## src/rtl/tmr_mon_pkg.sv

```systemverilog
// Shared types and helpers for the TMR fault monitor.
//   replica_state_e        : per-replica health state
//   DEFAULT_PERSIST_THRESH : default consecutive-mismatch count declaring FAILED
//   sat_add / sat_inc      : saturating arithmetic on up to 32-bit counters
package tmr_mon_pkg;

  typedef enum logic [1:0] {
    ST_OK      = 2'b00,
    ST_SUSPECT = 2'b01,
    ST_FAILED  = 2'b10
  } replica_state_e;

  localparam int unsigned DEFAULT_PERSIST_THRESH = 4;

  // a + b clamped to max_v; the sum is formed one bit wider so it cannot wrap
  function automatic logic [31:0] sat_add(input logic [31:0] a,
                                          input logic [31:0] b,
                                          input logic [31:0] max_v);
    logic [32:0] s;
    s = {1'b0, a} + {1'b0, b};
    return (s > {1'b0, max_v}) ? max_v : s[31:0];
  endfunction

  function automatic logic [31:0] sat_inc(input logic [31:0] a,
                                          input logic [31:0] max_v);
    return sat_add(a, 32'd1, max_v);
  endfunction

endpackage

```

## src/rtl/tmr_fault_monitor_if.sv

```systemverilog
// Failure-event handshake between the monitor and the system controller.
//   evt_valid : failure event pending (monitor -> controller)
//   evt_id    : replica index 1..3 of the presented event
//   evt_ack   : controller accepts the presented event
interface tmr_fault_monitor_if;
  logic       evt_valid;
  logic [1:0] evt_id;
  logic       evt_ack;

  modport master (output evt_valid, output evt_id, input evt_ack);
  modport slave  (input evt_valid, input evt_id, output evt_ack);
endinterface

```

## src/rtl/tmr_replica_tracker.sv

```systemverilog
// Health tracker for one replica: OK/SUSPECT/FAILED FSM, consecutive-mismatch
// run counter and saturating mismatch count.
//   clk, rst       : clock, async active-high reset
//   clear          : synchronous clear, wins over everything else
//   sample_en      : evaluate mismatch this cycle; otherwise hold
//   mismatch       : replica differs from the voted value
//   state, err_cnt : registered health state and mismatch count
//   fail_entry_c   : this edge moves the replica into FAILED (comb)
//   episode_end_c  : this edge ends a transient episode (comb)
module tmr_replica_tracker
  import tmr_mon_pkg::*;
#(
  parameter int unsigned CNT_W          = 8,
  parameter int unsigned PERSIST_THRESH = DEFAULT_PERSIST_THRESH
) (
  input  logic             clk,
  input  logic             rst,
  input  logic             clear,
  input  logic             sample_en,
  input  logic             mismatch,
  output replica_state_e   state,
  output logic [CNT_W-1:0] err_cnt,
  output logic             fail_entry_c,
  output logic             episode_end_c
);

  localparam logic [CNT_W-1:0] CNT_MAX    = '1;
  localparam logic [3:0]       RUN_THRESH = 4'(PERSIST_THRESH);

  replica_state_e   state_n;
  logic [3:0]       run_q;
  logic [3:0]       run_n;
  logic [CNT_W-1:0] err_n;

  // State, run and count registers
  always_ff @(posedge clk or posedge rst) begin
    if (rst) begin
      state   <= ST_OK;
      run_q   <= '0;
      err_cnt <= '0;
    end else if (clear) begin
      state   <= ST_OK;
      run_q   <= '0;
      err_cnt <= '0;
    end else begin
      state   <= state_n;
      run_q   <= run_n;
      err_cnt <= err_n;
    end
  end

  // Next-state, run and count; unsampled cycles leave everything untouched
  always_comb begin
    state_n       = state;
    run_n         = run_q;
    err_n         = err_cnt;
    fail_entry_c  = 1'b0;
    episode_end_c = 1'b0;
    if (sample_en) begin
      if (mismatch) begin
        err_n = CNT_W'(sat_inc(32'(err_cnt), 32'(CNT_MAX)));
      end
      case (state)
        ST_OK: begin
          if (mismatch) begin
            state_n = ST_SUSPECT;
            run_n   = 4'd1;
          end
        end
        ST_SUSPECT: begin
          if (mismatch) begin
            run_n = 4'(run_q + 4'd1);
            if (run_n == RUN_THRESH) begin
              state_n      = ST_FAILED;
              fail_entry_c = 1'b1;
            end
          end else begin
            state_n       = ST_OK;
            run_n         = '0;
            episode_end_c = 1'b1;
          end
        end
        ST_FAILED: begin
          state_n = ST_FAILED;
        end
        default: begin
          state_n = ST_OK;
          run_n   = '0;
        end
      endcase
    end
  end

endmodule

```

## src/rtl/tmr_fault_monitor.sv

```systemverilog
// Fault observer for the triple-redundant counter: classifies replica
// disagreement as transient or persistent, counts mismatches and reports
// failed replicas over a valid/ack event interface.
// Optional feature macro: TMR_MON_NOMAJ_DETECT_EN builds the sticky
// no-majority detector behind uncorr; without it uncorr is tied low.
//   clk, rst            : clock, async active-high reset
//   sample_en           : sample replicas this cycle
//   q_1..q_3, voted_q   : replica outputs and voter output
//   clear               : synchronous clear of all monitor state
//   state_1..state_3    : replica state 00 OK, 01 SUSPECT, 10 FAILED
//   err_cnt_1..err_cnt_3: saturating mismatch counts
//   trans_cnt           : saturating count of transient episodes
//   evt                 : failure event handshake (valid/id comb from pending)
//   uncorr              : sticky no-majority flag
module tmr_fault_monitor
  import tmr_mon_pkg::*;
#(
  parameter int unsigned WIDTH          = 8,
  parameter int unsigned CNT_W          = 8,
  parameter int unsigned PERSIST_THRESH = DEFAULT_PERSIST_THRESH
) (
  input  logic                     clk,
  input  logic                     rst,
  input  logic                     sample_en,
  input  logic [WIDTH-1:0]         q_1,
  input  logic [WIDTH-1:0]         q_2,
  input  logic [WIDTH-1:0]         q_3,
  input  logic [WIDTH-1:0]         voted_q,
  input  logic                     clear,
  output logic [1:0]               state_1,
  output logic [1:0]               state_2,
  output logic [1:0]               state_3,
  output logic [CNT_W-1:0]         err_cnt_1,
  output logic [CNT_W-1:0]         err_cnt_2,
  output logic [CNT_W-1:0]         err_cnt_3,
  output logic [CNT_W-1:0]         trans_cnt,
  tmr_fault_monitor_if.master      evt,
  output logic                     uncorr
);

  localparam logic [CNT_W-1:0] CNT_MAX = '1;

  replica_state_e st_1, st_2, st_3;
  logic [2:0]     fail_entry;
  logic [2:0]     episode_end;
  logic [2:0]     pending;
  logic [2:0]     ack_mask;
  logic [1:0]     n_end;

  tmr_replica_tracker #(.CNT_W(CNT_W), .PERSIST_THRESH(PERSIST_THRESH)) u_trk_1 (
    .clk(clk), .rst(rst), .clear(clear), .sample_en(sample_en),
    .mismatch(q_1 != voted_q), .state(st_1), .err_cnt(err_cnt_1),
    .fail_entry_c(fail_entry[0]), .episode_end_c(episode_end[0])
  );

  tmr_replica_tracker #(.CNT_W(CNT_W), .PERSIST_THRESH(PERSIST_THRESH)) u_trk_2 (
    .clk(clk), .rst(rst), .clear(clear), .sample_en(sample_en),
    .mismatch(q_2 != voted_q), .state(st_2), .err_cnt(err_cnt_2),
    .fail_entry_c(fail_entry[1]), .episode_end_c(episode_end[1])
  );

  tmr_replica_tracker #(.CNT_W(CNT_W), .PERSIST_THRESH(PERSIST_THRESH)) u_trk_3 (
    .clk(clk), .rst(rst), .clear(clear), .sample_en(sample_en),
    .mismatch(q_3 != voted_q), .state(st_3), .err_cnt(err_cnt_3),
    .fail_entry_c(fail_entry[2]), .episode_end_c(episode_end[2])
  );

  assign state_1 = st_1;
  assign state_2 = st_2;
  assign state_3 = st_3;

  // Number of replicas ending a transient episode on this edge
  assign n_end = 2'(episode_end[0]) + 2'(episode_end[1]) + 2'(episode_end[2]);

  always_ff @(posedge clk or posedge rst) begin
    if (rst) begin
      trans_cnt <= '0;
    end else if (clear) begin
      trans_cnt <= '0;
    end else if (n_end != 2'd0) begin
      trans_cnt <= CNT_W'(sat_add(32'(trans_cnt), 32'(n_end), 32'(CNT_MAX)));
    end
  end

  // Event presentation: lowest pending index; ack retires exactly that bit
  always_comb begin
    evt.evt_valid = |pending;
    evt.evt_id    = 2'd0;
    if (pending[0])      evt.evt_id = 2'd1;
    else if (pending[1]) evt.evt_id = 2'd2;
    else if (pending[2]) evt.evt_id = 2'd3;
    ack_mask = 3'b000;
    if (evt.evt_ack) begin
      ack_mask = pending & 3'(~pending + 3'd1);
    end
  end

  // A replica enters FAILED once per clear/reset, so set and ack never collide
  always_ff @(posedge clk or posedge rst) begin
    if (rst) begin
      pending <= '0;
    end else if (clear) begin
      pending <= '0;
    end else begin
      pending <= (pending & ~ack_mask) | fail_entry;
    end
  end

`ifdef TMR_MON_NOMAJ_DETECT_EN
  // Sticky flag: all three replicas pairwise different on a sampled cycle
  always_ff @(posedge clk or posedge rst) begin
    if (rst) begin
      uncorr <= 1'b0;
    end else if (clear) begin
      uncorr <= 1'b0;
    end else if (sample_en && (q_1 != q_2) && (q_2 != q_3) && (q_1 != q_3)) begin
      uncorr <= 1'b1;
    end
  end
`else
  assign uncorr = 1'b0;
`endif

endmodule

```

## src/flat_wrapper.sv

```systemverilog
// flat-port wrapper written by rule: the top's interface ports become plain ports
module tmr_fault_monitor_flat import tmr_mon_pkg::*;
#(
  parameter int unsigned WIDTH          = 8,
  parameter int unsigned CNT_W          = 8,
  parameter int unsigned PERSIST_THRESH = DEFAULT_PERSIST_THRESH
)
  (clk, rst, sample_en, q_1, q_2, q_3, voted_q, clear, state_1, state_2, state_3, err_cnt_1, err_cnt_2, err_cnt_3, trans_cnt, uncorr, evt_evt_valid, evt_evt_id, evt_evt_ack);
  tmr_fault_monitor_if evt_i ();
  input  logic clk;
  input  logic rst;
  input  logic sample_en;
  input  logic [WIDTH-1:0] q_1;
  input  logic [WIDTH-1:0] q_2;
  input  logic [WIDTH-1:0] q_3;
  input  logic [WIDTH-1:0] voted_q;
  input  logic clear;
  output logic [1:0] state_1;
  output logic [1:0] state_2;
  output logic [1:0] state_3;
  output logic [CNT_W-1:0] err_cnt_1;
  output logic [CNT_W-1:0] err_cnt_2;
  output logic [CNT_W-1:0] err_cnt_3;
  output logic [CNT_W-1:0] trans_cnt;
  output logic uncorr;
  output wire logic [$bits(evt_i.evt_valid)-1:0] evt_evt_valid;
  output wire logic [$bits(evt_i.evt_id)-1:0] evt_evt_id;
  input wire logic [$bits(evt_i.evt_ack)-1:0] evt_evt_ack;
  assign evt_evt_valid = evt_i.evt_valid;
  assign evt_evt_id = evt_i.evt_id;
  assign evt_i.evt_ack = evt_evt_ack;
  tmr_fault_monitor #(.WIDTH(WIDTH), .CNT_W(CNT_W), .PERSIST_THRESH(PERSIST_THRESH)) u_core (.clk(clk), .rst(rst), .sample_en(sample_en), .q_1(q_1), .q_2(q_2), .q_3(q_3), .voted_q(voted_q), .clear(clear), .state_1(state_1), .state_2(state_2), .state_3(state_3), .err_cnt_1(err_cnt_1), .err_cnt_2(err_cnt_2), .err_cnt_3(err_cnt_3), .trans_cnt(trans_cnt), .evt(evt_i), .uncorr(uncorr));
endmodule
```

## config.mk

```make
export PLATFORM = sky130hd
export DESIGN_NAME = tmr_fault_monitor_flat
export DESIGN_NICKNAME = d
export VERILOG_FILES = /design/src/rtl/tmr_mon_pkg.sv /design/src/rtl/tmr_fault_monitor_if.sv /design/src/rtl/tmr_replica_tracker.sv /design/src/rtl/tmr_fault_monitor.sv /design/src/flat_wrapper.sv
export SDC_FILE = /design/constraint.sdc
export NUM_CORES = 1
export LEC_CHECK = 0
export BUFFER_PORTS_ARGS = -buffer_cell sky130_fd_sc_hd__buf_4
export CAP_MARGIN = 20
export CORE_UTILIZATION = 50
export DETAILED_ROUTE_END_ITERATION = 16
export GPL_TIMING_DRIVEN = 0
export HOLD_SLACK_MARGIN = 0.06
export PLACE_DENSITY = 0.88
export SETUP_SLACK_MARGIN = 0.1
export SLEW_MARGIN = 20
export SYNTH_ARGS = -nofsm -noshare
export SYNTH_HDL_FRONTEND = slang
export SYNTH_SLANG_ARGS = --single-unit
```

## constraint.sdc

```tcl
create_clock -name clk -period 3.1 [get_ports clk]
set_input_delay 0.62 -clock clk [delete_from_list [all_inputs] [get_ports clk]]
set_output_delay 0.62 -clock clk [all_outputs]
set_load 0.005 [all_outputs]
```

## Word level (Yosys, flattened, before mapping)

Cells that the tools add are included.

| storage, ports and cells | value |
|---|---|
| bits in registers | 53 |
| bits in latches | 0 |
| RAM bits | 0 |
| ROM bits | 0 |
| bits of input ports | 37 |
| output and inout port bits | 42 |
| word-level logic and storage cells | 144 |
| memories | 0 |

| operators by class | value |
|---|---|
| add/sub/neg operators | 10 |
| multipliers | 0 |
| div/mod/pow operators | 0 |
| order comparisons | 4 |
| eq/ne operators | 21 |
| shift operators | 0 |
| mux-type cells | 74 |
| bitwise gates (word level) | 5 |
| reduce and logical (&&, ||, !) cells | 19 |

Operator list:

| kind | number |
|---|---|
| $mux 8 | 15 |
| $mux 4 | 12 |
| $gt 9x8->1 const B | 4 |
| $mux 2 | 18 |
| $pmux 4 s3 | 3 |
| $add 8x1->9 const B | 3 |
| $ne 8x8->1 | 3 |
| $mux 1 | 21 |
| $pmux 2 s3 | 3 |
| $reduce_and 3->1 | 6 |
| $add 4x1->4 const B | 3 |
| $eq 4x3->1 const B | 3 |
| $ne 4x4->1 const B | 3 |
| $reduce_bool 2->1 | 6 |
| $add 8x2->9 | 1 |
| $ne 3x3->1 const B | 3 |
| $and 3x3->3 | 2 |
| $eq 2x1->1 const B | 3 |
| $eq 2x2->1 const B | 3 |
| $logic_not 2->1 | 3 |
| $mux 3 | 2 |
| $ne 2x2->1 const B | 3 |
| $not 3->3 | 2 |
| $reduce_and 2->1 | 3 |
| other kinds (5) | 5 |

## Depth between registers and ports, before layout

| depth | value |
|---|---|
| word-level depth | 11 |
| mapped depth | 14 |
| depth with buffers taken out | 12 |

## Modules after synthesis

Synthesis repeated with hierarchy kept, for this count alone.

| unflattened totals | value |
|---|---|
| cells, all modules | 376 |
| area total of the unflattened synthesis | 3442.1 um^2 |

Modules (own cells, without submodules):

| module | times used | cells each | area an instance (um^2) | sequential area each (um^2) |
|---|---|---|---|---|
| tmr_replica_tracker | 3 | 90 | 829.5 | 350.3 |
| tmr_fault_monitor | 1 | 106 | 953.4 | 275.3 |

## Worst setup path after synthesis

OpenSTA, ideal clock, no wires.

| path | value |
|---|---|
| path kind | in2reg |
| from | input voted_q[7] |
| to | register u_core.trans_cnt[3] |
| setup time | 0.094 ns |
| arrival | 3.641 ns |
| required time | 3.006 ns |
| setup slack | -0.635 ns |
| cell stages on the path | 13 |
| buffers on the path | 1 |
| cells stage by stage | xor2_1 nor4_2 nand2_1 nor3_1 fa_1 ha_1 inv_1 fa_1 or4_1 clkbuf_1 a21oi_1 nor2_1 a211oi_1 |

| between the ends | value |
|---|---|
| cells in the longest elaborated chain, start to end | 11 |
| elaborated cells on any way between the ends | 21 |
| classes of those cells | add/sub (3); order compare (1); eq/ne (3); mux (12); reduce/logical (2) |

RTL lines:

| element | RTL line | source |
|---|---|---|
| from (decl) | flat_wrapper.sv:16 | `input logic [WIDTH-1:0] voted_q;` |
| $ne 8x8->1, on equally long branches | tmr_fault_monitor.sv:52, tmr_fault_monitor.sv:58 |  |
| $mux 1 | tmr_replica_tracker.sv:71 | `if (mismatch) begin` |
| $mux 1 | tmr_replica_tracker.sv:63 | `case (state)` |
| $mux 1 | tmr_replica_tracker.sv:59 | `if (sample_en) begin` |
| $add 1x1->2 | tmr_fault_monitor.sv:73 | `assign n_end = 2'(episode_end[0]) + 2'(episode_end[1]) + 2'(episode_end[2]);` |
| $add 2x1->2 * | tmr_fault_monitor.sv:73 |  |
| $add 8x2->9 | tmr_mon_pkg.sv:20 | `s = {1'b0, a} + {1'b0, b};` |
| $gt 9x8->1 | tmr_mon_pkg.sv:21 | `return (s > {1'b0, max_v}) ? max_v : s[31:0];` |
| $mux 8 | tmr_mon_pkg.sv:21 |  |
| $mux 8 | tmr_fault_monitor.sv:80 | `end else if (n_end != 2'd0) begin` |
| $mux 8 | tmr_fault_monitor.sv:78 | `end else if (clear) begin` |
| to (signal assigned) | tmr_fault_monitor.sv:81 | `trans_cnt <= CNT_W'(sat_add(32'(trans_cnt), 32'(n_end), 32'(CNT_MAX)));` |
| to (decl) | tmr_fault_monitor.sv:36 | `output logic [CNT_W-1:0] trans_cnt,` |

Mark *: on every way between the ends. The rest lies on a longest branch, timed or not. The select of a mux whose other input is x is not followed.
A chain may end at the register's enable or synchronous reset.

## Worst setup path after layout

| path | value |
|---|---|
| from | input voted_q[6] |
| to | register u_core.trans_cnt[3] |

The elaborated chain is that of the path after synthesis.

==> run_results.csv <==
group,metric,value,unit
synth,synth_cell_type_count,58,
route,drt-total-wl,10100,µm
timing,holdWs,0.396,ns
route,vias,3686,
route,vias_per_cell,6.01,
timing,setup_viol,0,
cells_and_area,layout_commonest_cell,"buf_4",
clocking,tritoncts,"done",
route,route.detailed.drc,0,
synth,synthTopCellsByArea,"dfrtp_1 36%, a21oi_1 4.8%, ha_1 4.8%",
place,gp_congestion,0.936,
synth,async_flop_share,100,%
floorplanning,core-area,0.00694,mm²
min_path,hold_class,"in2async",
synth,synth_top_area_share,36.2,%
synth,ys_seq_area_share,36.2,%
synth,synth_edf_count,0,
route,drtIter0Drc,238,
synth,netlist_instances,419,
setup_path,crit_required,3.34,ns
pwr,powerDensity,288,mW/mm²
place,io_buffers,76,
cells_and_area,nets,569,
clocking,cts_root_buf,"clkbuf_8",
synth,netlist.top_cell.by_area,"dfrtp_1",
place,place_area,0.00444,mm²
cells_and_area,antenna_cells,0,
grt,grt_pass1_vias,3332,
setup_path,worst-setup-path-type,"in2reg",
floorplanning,start_util,52.8,%
clocking,cts_buffers,5,
flow_run,drv_cap,0,
place,dp.final_hpwl,6860,µm
cells_and_area,final_area,0.00495,mm²
synth,ys_seq_elements,53,
setup_path,slowest_delay,0.59,ns
status,status,"complete, no violations",
clocking,cts_sinks,53,
grt,grt_max_degree,54,
grt,antenna_found_initial,0,
pwr,power.leakage,2.23,nW
route,firstDrtPassIters,4,
synth,synth_fp_nets,472,
setup_path,critical_path.max_fanout,7,
setup_path,path_delay_family,"adder cells",
cells_and_area,areaGrowthSynthToFinish,35.2,%
setup_path,r2r_end,"u_core.trans_cnt[3]",
setup_path,cp-end-kind,"flop",
synth,synth_area,0.00366,mm²
setup_path,r2r_setup_slack,0.17,ns
clocking,clk_pin_slew,0.11,ns
grt,grt_pass1_wl,15700,µm
setup_path,path_cells,"buf_8 > xnor2_4 > and4_1 > clkbuf_8 > nand2_4 > nor3_4 > fa_2 > ha_4 > inv_2 > fa_2 > or4_4 > buf_8 > a21oi_2 > nor2_1 > a211oi_2",
timing,worst_pin_slew,0.657,ns
setup_path,arrival,3.32,ns
clocking,cts_hold_buf,0,
timing,rsz0062_at_grt,"true",
timing,hold_viol,0,
cells_and_area,fin_util,71.3,%
floorplanning,die_h,87.6,µm
synth,synthFlopType,"dfrtp_1",
timing,max_freq,325,MHz
setup_path,crit_slowest_cell,"fa_2",
pwr,irDropWorstVdd,0.000180,V
clocking,htreeDepth,2,
timing,fin_worst_skew,0.0157,ns
pwr,p_total,1.43,mW
clocking,clkLatencyLatePin,0.32,ns
grt,grt-ovfl-total,0,
floorplanning,fp.dieArea,0.00767,mm²
synth,avgSynthCellArea,8.74,µm²
cells_and_area,drive_gt1_share,30.0,%
setup_path,crit_buf_inv,4,
grt,grt.total_usage,26.3,%
timing,period_minus_slack,3.08,ns
synth,synth_warnings,0,
route,antenna_left,0,
cells_and_area,layout_common_cells,"80 x buf_4, 53 x dfrtp_1, 39 x nand2_1",
setup_path,r2r_cells,11,
floorplanning,die_w,87.6,µm
timing,drv_slew,0,
timing,fin_crit_sh,99.4,%
floorplanning,ioPinCount,79,
setup_path,cp-start-kind,"primary input",
timing,relSlewSlack,56.2,%
route,wire_per_inst,16.4,µm
setup_path,r2r_start,"u_core.u_trk_1.state[0]",
clocking,cts.path.max_buffers,2,
floorplanning,rows,30,
-- cell type report --
| type | count | area, µm² |
|---|---|---|
| Tap cell | 96 | 120 |
| Multi-Input combinational cell | 333 | 2510 |
| Buffer | 17 | 98.8 |
| Timing Repair Buffer | 91 | 753 |
| Sequential cell | 53 | 1330 |
| Clock inverter | 2 | 15.0 |
| Inverter | 15 | 58.8 |
| Clock buffer | 6 | 72.6 |
| Fill cell | 496 | 1990 |
-- logic make-up after synthesis --
family,synth area share [%]
flip-flops,36.2
other,0.102
AND/OR/NAND/NOR,24.5
AO/OA/AOI/OAI,19.3
buffers and inverters,3.48
adder cells (fa/ha/maj),5.87
multiplexers,2.25
XOR/XNOR,8.37
-- where the power goes --
part | total (mW) | internal, mW | switching (mW)
sequential | 0.734 | 0.706 | 0.0278
clock | 0.406 | 0.160 | 0.246
combinational | 0.286 | 0.135 | 0.151
total | 1.43 | 1.00 | 0.425
-- synthesized netlist by cell type (3+ instances only) --
cell,n
a21o_1,4
o211ai_1,3
dfrtp_1,53
nand3_1,17
xor2_1,20
a21oi_2,4
nor3_1,9
and4_1,5
o22ai_1,5
nand4_1,14
nand2_1,42
o21ai_0,19
nor4_2,4
xnor2_1,15
inv_1,15
o31ai_1,3
o21ba_2,4
nand2b_1,3
a211oi_1,7
a31oi_1,6
clkbuf_1,17
nor2_1,28
a311oi_1,3
mux2i_1,6
and3_1,9
nor2b_1,10
a21oi_1,35
ha_1,14
-- what timing repair did --
item,4_1_cts,5_1_grt
pin swaps,10,7
endpoints found under the setup margin,8,8
hold endpoints to repair,0,0
resized for setup,26,30
buffers inserted,10,5
-- worst max path at each step --
stage	startpoint	end	slack, ns	depth (start not counted)
global placement	voted_q[3]	u_core.trans_cnt[3]	-0.61	14
detailed placement	voted_q[3]	u_core.trans_cnt[3]	-0.64	14
CTS	q_3[4]	u_core.trans_cnt[3]	-0.008	15
finish	voted_q[6]	u_core.trans_cnt[3]	0.02	15
floorplan	voted_q[4]	u_core.trans_cnt[3]	-0.17	14
global route	voted_q[4]	u_core.trans_cnt[3]	-0.02	14
-- worst register-to-register path: stages (launching register included) --
cell      delay [ns]
dfrtp_1         0.48
nand2_1         0.27
nor3_4          0.09
fa_2            0.62
ha_4            0.15
inv_2           0.04
fa_2            0.34
or4_4           0.43
buf_8           0.15
a21oi_2         0.11
nor2_1          0.05
a211oi_2        0.13
-- layer usage --
metal	track usage (%)	vias to the layer above	part of all wire [%]
met1	32.6	1783	39
met3	4.24	26	6.6
met4	9.24	0	2.7
met5	0	-	0
li1	-	1722	-
met2	46.7	155	52
-- flip-flops by register name (all words and copies together) (netlist names), 3 cells and up --
name and flops:
u_core.pending 3, u_core.trans_cnt 8, u_core.u_trk_1.err_cnt 8, u_core.u_trk_1.run_q 4
u_core.u_trk_2.err_cnt 8, u_core.u_trk_2.run_q 4, u_core.u_trk_3.err_cnt 8, u_core.u_trk_3.run_q 4
-- per-stage QoR --
| step | setup TNS (ns) | setup slack [ns] | cells |
|---|---|---|---|
| 3_3_place_gp | -3.91 | -0.605 | 591 |
| 2_1_floorplan | -0.524 | -0.172 | 419 |
| 4_1_cts | -0.00757 | -0.00757 | 608 |
| 6_report | 0 | 0.0190 | 613 |
| 5_1_grt | -0.0239 | -0.0239 | 613 |
| 3_5_place_dp | -4.20 | -0.635 | 591 |
(Power assumes the default switching activity.)
